`src/rtl/br_resolve_pkg.sv`:
```
// Shared constants and helpers for branch resolution: funct3 decode, BHT geometry,
// counter width and the BHT reset value.
package br_resolve_pkg;

    typedef enum logic [2:0] {
        F3_BEQ  = 3'b000,
        F3_BNE  = 3'b001,
        F3_BLT  = 3'b100,
        F3_BGE  = 3'b101,
        F3_BLTU = 3'b110,
        F3_BGEU = 3'b111
    } br_funct3_e;

    localparam int              BHT_DEPTH   = 16;
    localparam int              BHT_IDX_W   = 4;
    localparam int              CNT_W       = 16;
    localparam logic [1:0]      BHT_RST_VAL = 2'b01;
    localparam logic [CNT_W-1:0] CNT_MAX    = '1;

    // funct3 010/011 are not branch encodings; they resolve not-taken.
    function automatic logic br_taken(input logic [2:0] f3, input logic less, input logic equal);
        case (f3)
            F3_BEQ:           return equal;
            F3_BNE:           return ~equal;
            F3_BLT, F3_BLTU:  return less;
            F3_BGE, F3_BGEU:  return ~less;
            default:          return 1'b0;
        endcase
    endfunction

endpackage

```
`src/rtl/br_resolve_if.sv`:
```
// Execute-stage branch bundle: instruction info, comparator flags and the
// unsigned-compare select returned to the comparator.
interface br_resolve_if;
    logic        ex_valid_i;
    logic        ex_is_br_i;
    logic        ex_is_jmp_i;
    logic [2:0]  funct3_i;
    logic        br_unsign_o;
    logic        br_less_i;
    logic        br_equal_i;
    logic [31:0] ex_pc_i;
    logic [31:0] ex_target_i;
    logic        ex_pred_taken_i;

    modport slave (
        input  ex_valid_i, ex_is_br_i, ex_is_jmp_i, funct3_i,
        input  br_less_i, br_equal_i, ex_pc_i, ex_target_i, ex_pred_taken_i,
        output br_unsign_o
    );

    modport master (
        output ex_valid_i, ex_is_br_i, ex_is_jmp_i, funct3_i,
        output br_less_i, br_equal_i, ex_pc_i, ex_target_i, ex_pred_taken_i,
        input  br_unsign_o
    );
endinterface

```
`src/rtl/br_bht.sv`:
```
// Branch history table: 2-bit saturating counters, async prediction read,
// synchronous update from the resolving branch.
module br_bht
    import br_resolve_pkg::*;
(
    input  logic                 clk_i,
    input  logic                 rst_i,
    input  logic [BHT_IDX_W-1:0] rd_idx_i,
    output logic                 rd_pred_o,
    input  logic                 upd_en_i,
    input  logic [BHT_IDX_W-1:0] upd_idx_i,
    input  logic                 upd_taken_i
);

    logic [1:0] ctr_q [BHT_DEPTH];

    // Read returns pre-edge contents; a same-cycle update is not bypassed.
    assign rd_pred_o = ctr_q[rd_idx_i][1];

    always_ff @(posedge clk_i) begin
        if (rst_i) begin
            for (int i = 0; i < BHT_DEPTH; i++) begin
                ctr_q[i] <= BHT_RST_VAL;
            end
        end else if (upd_en_i) begin
            if (upd_taken_i && ctr_q[upd_idx_i] != 2'b11) begin
                ctr_q[upd_idx_i] <= ctr_q[upd_idx_i] + 2'd1;
            end else if (!upd_taken_i && ctr_q[upd_idx_i] != 2'b00) begin
                ctr_q[upd_idx_i] <= ctr_q[upd_idx_i] - 2'd1;
            end
        end
    end

endmodule

```
`src/rtl/br_resolve.sv`:
```
// Branch/jump resolution in EX: taken decode, mispredict redirect, BHT training
// and resolved/mispredict statistics.
module br_resolve
    import br_resolve_pkg::*;
(
    input  logic             clk_i,
    input  logic             rst_i,
    input  logic [31:0]      if_pc_i,
    output logic             if_pred_taken_o,
    br_resolve_if.slave      ex,
    output logic             redirect_o,
    output logic [31:0]      redirect_pc_o,
    output logic [CNT_W-1:0] br_cnt_o,
    output logic [CNT_W-1:0] mispred_cnt_o
);

    logic             taken;
    logic             resolve;
    logic             is_cond;
    logic             mispred;
    logic             redirect_q, redirect_d;
    logic [31:0]      redirect_pc_q, redirect_pc_d;
    logic [CNT_W-1:0] br_cnt_q, br_cnt_d;
    logic [CNT_W-1:0] mis_cnt_q, mis_cnt_d;
    logic             unused_if_pc;

    assign unused_if_pc   = ^{if_pc_i[31:BHT_IDX_W+2], if_pc_i[1:0]};
    assign ex.br_unsign_o = ex.funct3_i[1];

    always_comb begin
        taken         = ex.ex_is_jmp_i | br_taken(ex.funct3_i, ex.br_less_i, ex.br_equal_i);
        // While a redirect is out, the EX slot holds a wrong-path instruction.
        resolve       = ex.ex_valid_i & (ex.ex_is_br_i | ex.ex_is_jmp_i) & ~redirect_q;
        is_cond       = resolve & ~ex.ex_is_jmp_i;
        mispred       = resolve & (taken != ex.ex_pred_taken_i);
        redirect_d    = mispred;
        redirect_pc_d = redirect_pc_q;
        br_cnt_d      = br_cnt_q;
        mis_cnt_d     = mis_cnt_q;
        if (mispred) begin
            redirect_pc_d = taken ? ex.ex_target_i : ex.ex_pc_i + 32'd4;
        end
        if (is_cond && br_cnt_q != CNT_MAX) begin
            br_cnt_d = br_cnt_q + CNT_W'(1);
        end
        if (is_cond && mispred && mis_cnt_q != CNT_MAX) begin
            mis_cnt_d = mis_cnt_q + CNT_W'(1);
        end
    end

    always_ff @(posedge clk_i) begin
        if (rst_i) begin
            redirect_q    <= 1'b0;
            redirect_pc_q <= '0;
            br_cnt_q      <= '0;
            mis_cnt_q     <= '0;
        end else begin
            redirect_q    <= redirect_d;
            redirect_pc_q <= redirect_pc_d;
            br_cnt_q      <= br_cnt_d;
            mis_cnt_q     <= mis_cnt_d;
        end
    end

    br_bht u_bht (
        .clk_i       (clk_i),
        .rst_i       (rst_i),
        .rd_idx_i    (if_pc_i[BHT_IDX_W+1:2]),
        .rd_pred_o   (if_pred_taken_o),
        .upd_en_i    (is_cond),
        .upd_idx_i   (ex.ex_pc_i[BHT_IDX_W+1:2]),
        .upd_taken_i (taken)
    );

    assign redirect_o    = redirect_q;
    assign redirect_pc_o = redirect_pc_q;
    assign br_cnt_o      = br_cnt_q;
    assign mispred_cnt_o = mis_cnt_q;

endmodule
```
`src/flat_wrapper.sv`:
```
// flat-port wrapper written by rule: the top's interface ports become plain ports
module br_resolve_flat import br_resolve_pkg::*;
  (clk_i, rst_i, if_pc_i, if_pred_taken_o, redirect_o, redirect_pc_o, br_cnt_o, mispred_cnt_o, ex_ex_valid_i, ex_ex_is_br_i, ex_ex_is_jmp_i, ex_funct3_i, ex_br_less_i, ex_br_equal_i, ex_ex_pc_i, ex_ex_target_i, ex_ex_pred_taken_i, ex_br_unsign_o);
  br_resolve_if ex_i ();
  input  logic clk_i;
  input  logic rst_i;
  input  logic [31:0] if_pc_i;
  output logic if_pred_taken_o;
  output logic redirect_o;
  output logic [31:0] redirect_pc_o;
  output logic [CNT_W-1:0] br_cnt_o;
  output logic [CNT_W-1:0] mispred_cnt_o;
  input wire logic [$bits(ex_i.ex_valid_i)-1:0] ex_ex_valid_i;
  input wire logic [$bits(ex_i.ex_is_br_i)-1:0] ex_ex_is_br_i;
  input wire logic [$bits(ex_i.ex_is_jmp_i)-1:0] ex_ex_is_jmp_i;
  input wire logic [$bits(ex_i.funct3_i)-1:0] ex_funct3_i;
  input wire logic [$bits(ex_i.br_less_i)-1:0] ex_br_less_i;
  input wire logic [$bits(ex_i.br_equal_i)-1:0] ex_br_equal_i;
  input wire logic [$bits(ex_i.ex_pc_i)-1:0] ex_ex_pc_i;
  input wire logic [$bits(ex_i.ex_target_i)-1:0] ex_ex_target_i;
  input wire logic [$bits(ex_i.ex_pred_taken_i)-1:0] ex_ex_pred_taken_i;
  output wire logic [$bits(ex_i.br_unsign_o)-1:0] ex_br_unsign_o;
  assign ex_i.ex_valid_i = ex_ex_valid_i;
  assign ex_i.ex_is_br_i = ex_ex_is_br_i;
  assign ex_i.ex_is_jmp_i = ex_ex_is_jmp_i;
  assign ex_i.funct3_i = ex_funct3_i;
  assign ex_i.br_less_i = ex_br_less_i;
  assign ex_i.br_equal_i = ex_br_equal_i;
  assign ex_i.ex_pc_i = ex_ex_pc_i;
  assign ex_i.ex_target_i = ex_ex_target_i;
  assign ex_i.ex_pred_taken_i = ex_ex_pred_taken_i;
  assign ex_br_unsign_o = ex_i.br_unsign_o;
  br_resolve u_core (.clk_i(clk_i), .rst_i(rst_i), .if_pc_i(if_pc_i), .if_pred_taken_o(if_pred_taken_o), .ex(ex_i), .redirect_o(redirect_o), .redirect_pc_o(redirect_pc_o), .br_cnt_o(br_cnt_o), .mispred_cnt_o(mispred_cnt_o));
endmodule
```
`config.mk`:
```
export PLATFORM = sky130hd
export DESIGN_NAME = br_resolve_flat
export DESIGN_NICKNAME = d
export VERILOG_FILES = /design/src/rtl/br_resolve_pkg.sv /design/src/rtl/br_resolve_if.sv /design/src/rtl/br_bht.sv /design/src/rtl/br_resolve.sv /design/src/flat_wrapper.sv
export SDC_FILE = /design/constraint.sdc
export NUM_CORES = 1
export LEC_CHECK = 0
export CORE_MARGIN = 10
export CORE_UTILIZATION = 41
export DETAILED_ROUTE_END_ITERATION = 10
export PLACE_DENSITY = 0.8
export SETUP_SLACK_MARGIN = 0.1
export SLEW_MARGIN = 20
export SYNTH_ARGS = -nofsm -noshare
export SYNTH_HDL_FRONTEND = slang
export SYNTH_SLANG_ARGS = --single-unit
```
`constraint.sdc`:
```
create_clock -name clk_i -period 3.32 [get_ports clk_i]
set_input_delay 0.664 -clock clk_i [delete_from_list [all_inputs] [get_ports clk_i]]
set_output_delay 0.664 -clock clk_i [all_outputs]
set_load 0.02 [all_outputs]
```
-- After elaboration in Yosys (flattened, before gate mapping)
Memories as Yosys holds them, arrays and structs flattened.
Index checks and enable logic that the tools add are counted.
- $add $sub $neg: 5
- $mul: 0
- div/mod/pow operators: 0
- order comparisons: 0
- equal/unequal tests: 9
- shifts and indexed selects: 0
- multiplexer cells: 17
- bitwise gates (word level): 11
- reduce and logical (&&, ||, !) cells: 11
- operators with widths (cell ; count):
    16-bit by 1-bit adder with 16-bit output (second input constant) ; 2
    32-bit by 3-bit adder with 32-bit output (second input constant) ; 1
    32-bit 2-to-1 mux ; 1
    16-bit inequality test (second input constant) ; 2
    3-bit equality test (second input constant) ; 4
    1-bit 2-to-1 mux ; 12
    2-bit OR reduction ; 3
    1-bit logical AND ; 5
    1-bit bitwise AND ; 4
    2-bit 2-to-1 mux ; 2
    4-bit 2-to-1 mux ; 1
    1-bit inverter ; 4
    1-bit case mux with 4 select lines ; 1
    3-bit by 1-bit equality test with 1-bit output (second input constant) ; 1
    3-bit logical NOT ; 1
    1-bit OR ; 3
    2-bit by 1-bit adder with 2-bit output (second input constant) ; 1
    2-bit inequality test (second input constant) ; 1
    2-bit nonzero test ; 1
    2-bit by 1-bit subtractor with 2-bit output (second input constant) ; 1
    1-bit logical NOT ; 1
    1-bit inequality test ; 1
- bits in registers: 65
- latch bits: 0
- RAM bits: 32
- ROM bits: 0
- bits of input ports: 107
- logic and storage cells: 58
- memories kept: 1
- memories (name ; depth ; bits a word ; rd ports ; clocked after memory_dff ; wr ports ; RTL line ; source):
    u_core.u_bht.ctr_q ; 16 ; 2 ; 2 ; 0 ; 16 ; br_bht.sv:15 ; logic [1:0] ctr_q [BHT_DEPTH];

-- Longest topological paths before layout
Gate-level depths: netlist (run 1).
- depth in word-level cells: 14
- mapped depth: 8

-- Cells and area by module
From an unflattened synthesis (run 1), not the netlist that was laid out.
- cell total of the unflattened synthesis: 598
- area total of the unflattened synthesis: 5474.0 um^2
- modules (own cells, without submodules) (module ; times used ; cells an instance ; area each (um^2) ; sequential area each (um^2)):
    br_resolve ; 1 ; 440 ; 3477.1 ; 1301.2
    br_bht ; 1 ; 158 ; 1996.9 ; 960.9

-- Worst setup path after synthesis (run 1)
No wires, ideal clock.
- path kind: input-to-reg
- start point: input ex_ex_pc_i[3]
- end point: memory u_core.u_bht.ctr_q[0][0] (enable)
- library setup time: 0.246 ns
- arrival: 2.457 ns
- path slack: 0.617 ns
- stages: 7
- path buffers: 1
- cells stage by stage: buf_2 mux4_2 or2_0 mux4_2 nand2_1 nor3_1 a21o_1
- RTL lines (element ; RTL line ; source):
    from (decl) ; flat_wrapper.sv:19 ; input wire logic [$bits(ex_i.ex_pc_i)-1:0] ex_ex_pc_i;
    to (decl) ; br_bht.sv:15 ;

==> results of run 1 <==
[kinds of logic after synthesis]
family / Yosys count
adder cells (fa/ha/maj): 6
XOR/XNOR: 59
flip-flops: 97
AND/OR/NAND/NOR: 283
buffers and inverters: 46
multiplexers: 23
AO/OA/AOI/OAI: 108
[synth_stat cells (13+ instances only)]
| library cell | n |
|---|---|
| xnor2_1 | 36 |
| nor2_1 | 51 |
| nand3_1 | 31 |
| xor2_1 | 23 |
| edfxtp_1 | 32 |
| o211ai_1 | 13 |
| and2_1 | 19 |
| clkbuf_1 | 30 |
| a21o_1 | 15 |
| nand4_1 | 18 |
| dfxtp_1 | 65 |
| nor3_1 | 17 |
| nand2_1 | 91 |
| a21oi_1 | 45 |
| mux4_2 | 14 |
[routing by layer]
layer | share of wire (%) | vias to the layer above
li1 | - | 2539
met1 | 43 | 2430
met2 | 47 | 154
met3 | 8.1 | 20
met4 | 1.7 | 0
met5 | 0 | -
[path summary, 6_finish.rpt]
check	startpoint	end	slack (ns)
setup reg to reg	u_core.u_bht.ctr_q[15][1]	u_core.u_bht.ctr_q[7][0]	0.93
hold reg to reg	u_core.redirect_pc_o[19]	u_core.redirect_pc_o[19]	0.45
hold / removal	u_core.redirect_pc_o[19]	u_core.redirect_pc_o[19]	0.45
setup / recovery	ex_funct3_i[2]	u_core.u_bht.ctr_q[7][0]	0.22
[power by group through the flow]
stage	logic, mW	registers (mW)	clock network (mW)
2_1_floorplan	0.249	1.34	0
3_3_place_gp	0.549	1.31	0
3_5_place_dp	0.554	1.31	0
4_1_cts	0.555	1.28	1.04
5_1_grt	0.598	1.29	1.08
6_report	0.553	1.28	1.01
[worst reg2reg max path, stage by stage, from the launching register on]
cell	delay, ns
edfxtp_1	0.43
mux4_2	0.52
and2_1	0.15
mux2i_1	0.15
mux2i_1	0.14
nor3_1	0.47
a21o_1	0.25
[area by class of cell]
class / instances / share of cell area (%)
inverters: 7 / 0.340
clock inverters: 5 / 0.503
repair buffers: 176 / 22.4
well taps: 176 / 2.85
clock buffers: 11 / 3.27
multi-input cells: 479 / 41.3
flip-flops and latches: 97 / 29.3
[timing repair]
action,CTS,global route
setup buffers,0,0
endpoints found under the setup margin,1,0
resized for setup,2,0
[registers in the layout, indices dropped and copies added (netlist names)]
register / flops
u_core.redirect_o: 1
u_core.u_bht.ctr_q: 32
u_core.br_cnt_o: 16
u_core.redirect_pc_o: 32
u_core.mispred_cnt_o: 16
==> impl_results.md, run 1 <==
* WL final at 16.1 mm
* CP max FO at 14
* Main combinational cell family by area after synthesis: simple AND/OR/NAND/NOR gates
* Die ar. at 18,800 um2
* Met2 usage at between 20% and 30%
* Vias in the first global route at roughly 5,000
* Clock Power Share at 35.6%
* Final hold violations at 0
* I/O pin total at 174
* Die W at 137 um
* YS warnings at 0
* Post-synthesis mux area share at under 10%
* Sw Ratio at 26.9%
* Non-filler cells, final at between 900 and 1,000
* Post-DR wirelength/cell at 16.9 um
* #FFs+latches synth at 97
* Comb pwr share at about a fifth
* CTS Buffer Depth at 2
* Cell taking the most area after synthesis: dfxtp_1
* Worst Path Arrival at approximately 3.2 ns
* Clock skew at 0.00769 ns
* Internal power at 2.09 mW
* Rows at 42
* CTS Hold Bufs at 0
* Synth area leaders: dfxtp_1, edfxtp_1, nand2_1
* PD cells at around 370 nW/um2
* Critical Path RT at 3.37 ns
* Worst Max-Slew Pin Slew at 0.649 ns
* Pre-CTS WS at -0.221 ns
* Most frequent cells in the layout: clkdlybuf4s50_1, nand2_1, dfxtp_1, nor2_1, a21oi_1
* Register area share after synthesis at 40.2%
* Met3 usage at 4.37%
* Final core utilization at 57.8%
* Setup CP Type: input pin to flop
* Post-Syn Area at 5630 um2
* Element type at the critical path start: input pin
* DR pass1 iterations at 6
* Worst hold stages at 2
* Final worst slack at approximately 0.22 ns
* Peak VDD IR at 0.222 mV
* Post-synth ARST share at 0%
* Post-Synth Simple-Gate Area at 25.2%
* Design area at 7720 um2
* # setup viols final at 0
* Final GP Congestion at 0.859
* Layout cells sized above 1 at 11.4%
* Commonest non-fill, non-tap cell in the layout: clkdlybuf4s50_1
* Setup TNS at 0 ns
* Largest net degree at the start of global routing at 48
* Grt peak-use layer: met2
* Maxcap violations at 0
* Hpwl dp at 12.2 mm
* Synth Area in Compound Gates at 13.5%
* Root buffer cell: clkbuf_16
* Final min period at 3.10 ns
* Sink Count at 97
* Synth-to-Final Area Change at 37.0%
* CTS tree: done
* GR Layer Usage met1 at between 20% and 30%
* Placed insts at 935
* Antenna-violating nets left at 0
* Critical Path Sink Type: flop
* Chip height at ~140 um
* Post-synthesis adder-cell area fraction at 1.33%
* Fmax at 0.323 GHz
* DRC Markers at 0
* DRT iter0 DRCs at 296
* Post-synth cell types at 54
* Worst stage delay on the critical path at 0.48 ns
* Gr usage total at 16.8%
* Diode count at 0
* Routed vias/inst at approximately 5.4
* Post-synth top area share at 23.1%
* H-tree depth at 3
* Hold Crit Class: flop to flop
* Worst-path clk slew at about 0.07 ns
* WP depth at 8
* Cells after Synth at 622
* Max-slew violations at 0
* Avg Cell Area, Syn at approximately 9.1 um2
* Critical path's top delay family: simple AND/OR/NAND/NOR gates
* RSZ-0062 raised after global routing: false
* Most frequent CP cell: mux2i_1
* Clk_lat worst skew at 0.34 ns
* R2R cell count at 6
* Antenna violations before repair at 0
* # port buffers at 145
* Dominant synthesized flop cell: dfxtp_1
* Gr ovfl total at 0
* Tcrit/Tclk final at 93.2%
* Number of synthesized flops with an enable pin at 32
* Leakage at 2.63 nW
* First-pass GRT wire length at 25.5 mm
* Syn nets at 735
* Multi-input logic area at 3190 um2
* Xor/xnor cell area share of the yosys netlist at a little under a tenth
* Placement Cell Area at 7430 um2
* CTS Buf Count at 9
* Flop pwr share at 45.1%
* Tot Pwr at 2.85 mW
* FF/Latch Area at 2260 um2
* Final net count at 883
* Outcome: finished clean
* DR vias at 5,143
* CP Cell Sequence: clkdlybuf4s50_1, or3b_1, a32oi_2, buf_12, mux2i_1, mux2i_1, nor3_1, a21o_1
* Filler cells at 1,181
* NetSw at about 0.77 mW
* Min Hold Slack at about 0.45 ns
* Worst path slowest cell: clkdlybuf4s50_1
* Starting density of the core at 42.2%
* Slew HR at 56.6%
* Core Area at 13,300 um2
* CP Buf/Inv Count at 2
No activity file was read; power rests on OpenSTA's default activity.
==> run 2: changes to the inputs <==
CORE_MARGIN = 1.5   (was 10)
==> run 2 against run 1 <==
  * Register-to-register slack about the same
  * Clock skew about the same
  * Sequential cell count unchanged
  * Sequential power about the same
  * Non-clock buffer count decreased by 2
  * Clock power decreased by 6%
  * Setup slack improved by 0.084 ns
  * Largest power group unchanged
==> impl_results.md, run 2 (synthesis results as in run 1) <==
* CTS Hold Bufs at 0
* Post-DR wirelength/cell at 15.6 um
* Pre-CTS WS at -0.184 ns
* Sink Count at 97
* Die W at 120 um
* Non-filler cells, final at 948
* Gr usage total at 20.7%
* CTS Buf Count at 9
* Final min period at 3.01 ns
* Layout cells sized above 1 at 10.8%
* Largest net degree at the start of global routing at 85
* CTS tree: done
* Chip height at roughly 120 um
* FF/Latch Area at between 2000 and 2500 um2
* RSZ-0062 raised after global routing: false
* Critical Path Sink Type: flop
* Commonest non-fill, non-tap cell in the layout: clkdlybuf4s50_1
* Antenna violations before repair at 0
* # setup viols final at 0
* DRC Markers at 0
* Hpwl dp at 10.9 mm
* First-pass GRT wire length at about 24 mm
* Vias in the first global route at 4,836
* Worst Path Arrival at about 3.1 ns
* Final hold violations at 0
* Antenna-violating nets left at 0
* Element type at the critical path start: input pin
* Rows at between 40 and 50
* Die ar. at 14,400 um2
* H-tree depth at 3
* Multi-input logic area at ~3200 um2
* Synth-to-Final Area Change at 36.0%
* Routed vias/inst at 5.42
* CTS Buffer Depth at 2
* Final GP Congestion at about 0.83
* Setup CP Type: input pin to flop
* Most frequent cells in the layout: clkdlybuf4s50_1, nand2_1, dfxtp_1, nor2_1, a21oi_1
* # port buffers at 145
* Clk_lat worst skew at 0.35 ns
* DR vias at ~5,000
* DRT iter0 DRCs at 277
* Root buffer cell: clkbuf_16
* I/O pin total at between 150 and 200
* PD cells at 363 nW/um2
* Max-slew violations at 0
* CP max FO at 14
* Slew HR at 35.7%
* Starting density of the core at 42.2%
* Outcome: finished clean
* Final worst slack at slightly above 0.3 ns
* Peak VDD IR at 0.233 mV
* Critical Path RT at 3.39 ns
* Setup bufs post-CTS at 0
* Worst-path clk slew at approximately 0.06 ns
* Core Area at 13,300 um2
* WL final at 14.8 mm
* Fmax at 0.332 GHz
* DR pass1 iterations at 4
* Clock skew at 0.00760 ns
* Leakage at 2.60 nW
* Diode count at 0
* Gr ovfl total at 0
* Tcrit/Tclk final at 90.7%
* Min Hold Slack at 0.453 ns
* Placed insts at 933
* Final net count at 881
* Maxcap violations at 0
* Worst Max-Slew Pin Slew at 0.965 ns
* Filler cells at 1,218
* Hold Crit Class: flop to flop
## run 2: worst paths after layout
check	cells after the start	to	slack, ns	from
max	9	u_core.u_bht.ctr_q[3][1]	0.31	ex_ex_pc_i[3]
min	2	u_core.redirect_pc_o[5]	0.45	u_core.redirect_pc_o[5]
max reg2reg	7	u_core.u_bht.ctr_q[3][1]	0.92	u_core.u_bht.ctr_q[10][1]
min reg2reg	2	u_core.redirect_pc_o[5]	0.45	u_core.redirect_pc_o[5]
## run 2: routing by layer
layer	wire, um	GRT usage [%]	share of wire [%]
met5	0	0	0
met1	6530	25.8	44
met4	296	8.71	2.0
met3	874	4.06	5.9
met2	7070	35.2	48
## run 2: final cells by class
type	count	area share, %
repair buffers	174	22.2
inverters	7	0.343
multi-input cells	479	41.6
flip-flops and latches	97	29.5
clock buffers	11	3.06
well taps	176	2.88
clock inverters	4	0.408
## run 2: power breakdown
part | internal [mW] | leakage [nW] | switching (mW)
Clock | 0.510 | 0.129 | 0.443
Combinational | 0.264 | 1.67 | 0.277
Sequential | 1.26 | 0.803 | 0.0232
## run 2: stage by stage
stage | cell area, um2 | total power, mW | TNS (ns) | util, %
after global placement | 7390 | 1.85 | -0.174 | 55.4
after global routing | 7660 | 2.90 | 0 | 57.4
after CTS | 7660 | 2.81 | 0 | 57.4
final | 7660 | 2.78 | 0 | 57.4
after floorplan | 5630 | 1.59 | 0 | -
after detailed placement | 7390 | 1.85 | -0.453 | 55.4
## run 2: critical path, cell delays in order
cell and delay, ns:
clkdlybuf4s50_1 0.51, buf_12 0.16, mux4_2 0.53, buf_4 0.17, nand2_1 0.08, mux4_2 0.24, nand2_1 0.08, nor3_1 0.41
a21o_1 0.23
## run 2: what timing repair did
action / 4_1_cts / 5_1_grt
endpoints found under the setup margin: 1 / 0
endpoints found under the hold margin: 0 / 0
gates resized for setup: 2 / 0
==> run 3: changes to the inputs <==
PLACE_DENSITY = 0.82   (was 0.8)
SLEW_MARGIN = 10   (was 20)
clock period = 2.7 ns   (was 3.32 ns; I/O delays follow)
==> run 3 against run 2 <==
  * Via count rose by 3.8%
  * Register-to-register slack got worse by 0.51 ns
  * Cell count rose by 3.5%
  * Hold slack improved by 0.0022 ns
  * First-iteration DRC count rose by 7.6%
  * Die area did not move
  * Sequential power rose by 23%
  * Critical endpoint is now if_pred_taken_o
  * Largest cell class unchanged
  * Largest power group unchanged
==> impl_results.md, run 3 (synthesis results as in run 1) <==
* Outcome: finished clean
* Antenna-violating nets left at 0
* Worst hold stages at 2
* Most frequent cells in the layout: clkdlybuf4s50_1, nand2_1, dfxtp_1, buf_4, nor2_1
* Routed vias/inst at 5.43
* CP Cell Sequence: mux4_2, mux4_2, clkdlybuf4s15_2
* WL final at 15.5 mm
* CP Buf/Inv Count at 1
* Setup CP Type: flop to primary output
* CTS Buffer Depth at 2
* Comb pwr share at 20.4%
* Internal power at approximately 2.6 mW
* Most frequent CP cell: mux4_2
* H-tree depth at 3
* Sw Ratio at 26.7%
* Worst-path clk slew at approximately 0.07 ns
* Peak VDD IR at around 0.3 mV
* Final net count at approximately 910
* Critical Path RT at 2.16 ns
* NetSw at 0.963 mW
* DR vias at 5,329
* Final hold violations at 0
* Root buffer cell: clkbuf_16
* Slew HR at 67.3%
* Diode count at 0
* CP max FO at 2
* RSZ-0062 raised after global routing: true
* Rows at 42
* Core Area at 13,300 um2
* Tot Pwr at roughly 3.6 mW
* Synth-to-Final Area Change at 44.0%
* Chip height at 120 um
* Fmax at 0.391 GHz
* Flop pwr share at a little over two fifths
* Max-slew violations at 0
* Leakage at 2.83 nW
* Final GP Congestion at approximately 0.84
* Gr usage total at 21.8%
* CTS tree: done
* R2R cell count at 6
* WP depth at 3
* Worst path slowest cell: mux4_2
* Post-DR wirelength/cell at 15.8 um
* Die W at 120 um
* Crit path launch: u_core.u_bht.ctr_q[15][1]
* Element type at the critical path start: flop
* Critical Path Sink Type: primary output
* Clk_lat worst skew at roughly 0.34 ns
* Starting density of the core at 42.2%
* Vias in the first global route at 5,061
* Hold path startpoint: u_core.redirect_pc_o[14]
* Worst Path Arrival at 2.02 ns
* DRC Markers at 0
* Worst stage delay on the critical path at just under 0.5 ns
* Antenna violations before repair at 0
* DR pass1 iterations at 5
* Critical path's top delay family: multiplexers
* Commonest non-fill, non-tap cell in the layout: clkdlybuf4s50_1
* Clock skew at 0.00563 ns
* Hold Crit Class: flop to flop
* Setup TNS at 0 ns
* Design area at 8110 um2
* DRT iter0 DRCs at 298
* CTS Buf Count at 9
* Tcrit/Tclk final at 94.6%
* Gr ovfl total at 0
* Final min period at 2.56 ns
* First-pass GRT wire length at 25.1 mm
* PD cells at about 450 nW/um2
* Placement Cell Area at 7650 um2
* # setup viols final at 0
* Worst Max-Slew Pin Slew at 0.490 ns
* Maxcap violations at 0
* Clock Power Share at between 30% and 40%
* # port buffers at 145
* Die ar. at 14,400 um2
* Hpwl dp at around 11 mm
* Sink Count at 97
* Reg2reg start: u_core.u_bht.ctr_q[9][1]
* Layout cells sized above 1 at ~17%
* I/O pin total at around 170
* Largest net degree at the start of global routing at 86
## run 3: metrics by stage
step	instances	worst slack [ns]	util, %	hold WS, ns
final	981	0.145	60.8	0.456
after global routing	981	0.0829	60.8	0.480
after CTS	980	0.0521	60.1	0.456
after detailed placement	962	-0.598	57.3	0.446
after global placement	962	-0.535	57.3	0.440
after floorplan	622	0.121	-	0.530
## run 3: per-layer routing
metal,global-route usage [%],vias up,wire (um)
met5,0,-,0
met4,8.71,0,284
met3,3.92,28,973
met2,36.8,204,7490
met1,27.8,2491,6730
li1,-,2606,-
## run 3: area by class of cell
cell class | count | area [um2]
Multi-Input combinational cell | 480 | 3320
Clock buffer | 10 | 229
Fill cell | 1133 | 5240
Sequential cell | 97 | 2260
Inverter | 7 | 26.3
Timing Repair Buffer | 205 | 1980
Clock inverter | 6 | 66.3
Tap cell | 176 | 220
## run 3: worst register-to-register path, delay by kind of cell (launching register included)
| kind | cells | cell delay, ns |
|---|---|---|
| flip-flops | 1 | 0.43 |
| AO/OA/AOI/OAI | 1 | 0.21 |
| multiplexers | 2 | 1.04 |
| AND/OR/NAND/NOR | 3 | 0.37 |
## run 3: final timing paths
path | slack (ns) | to
setup reg to reg | 0.41 | u_core.u_bht.ctr_q[1][0]
setup / recovery | 0.14 | if_pred_taken_o
hold reg to reg | 0.46 | u_core.redirect_pc_o[14]
hold / removal | 0.46 | u_core.redirect_pc_o[14]
## run 3: power by group through the flow
stage | Sequential (mW) | Combinational (mW) | Clock [mW]
final | 1.58 | 0.738 | 1.29
after CTS | 1.58 | 0.724 | 1.32
after detailed placement | 1.61 | 0.708 | 0
after floorplan | 1.65 | 0.307 | 0
after global placement | 1.61 | 0.697 | 0
after global routing | 1.59 | 0.794 | 1.37
## run 3: timing repair
| item | 4_1_cts | 5_1_grt |
|---|---|---|
| hold buffers | 0 | 0 |
| setup buffers | 1 | 1 |
| cloned | 1 | 0 |
| gates resized for setup | 24 | 18 |
| hold endpoints to repair | 0 | 0 |
| setup endpoints to repair | 59 | 80 |
| pin swaps | 10 | 2 |
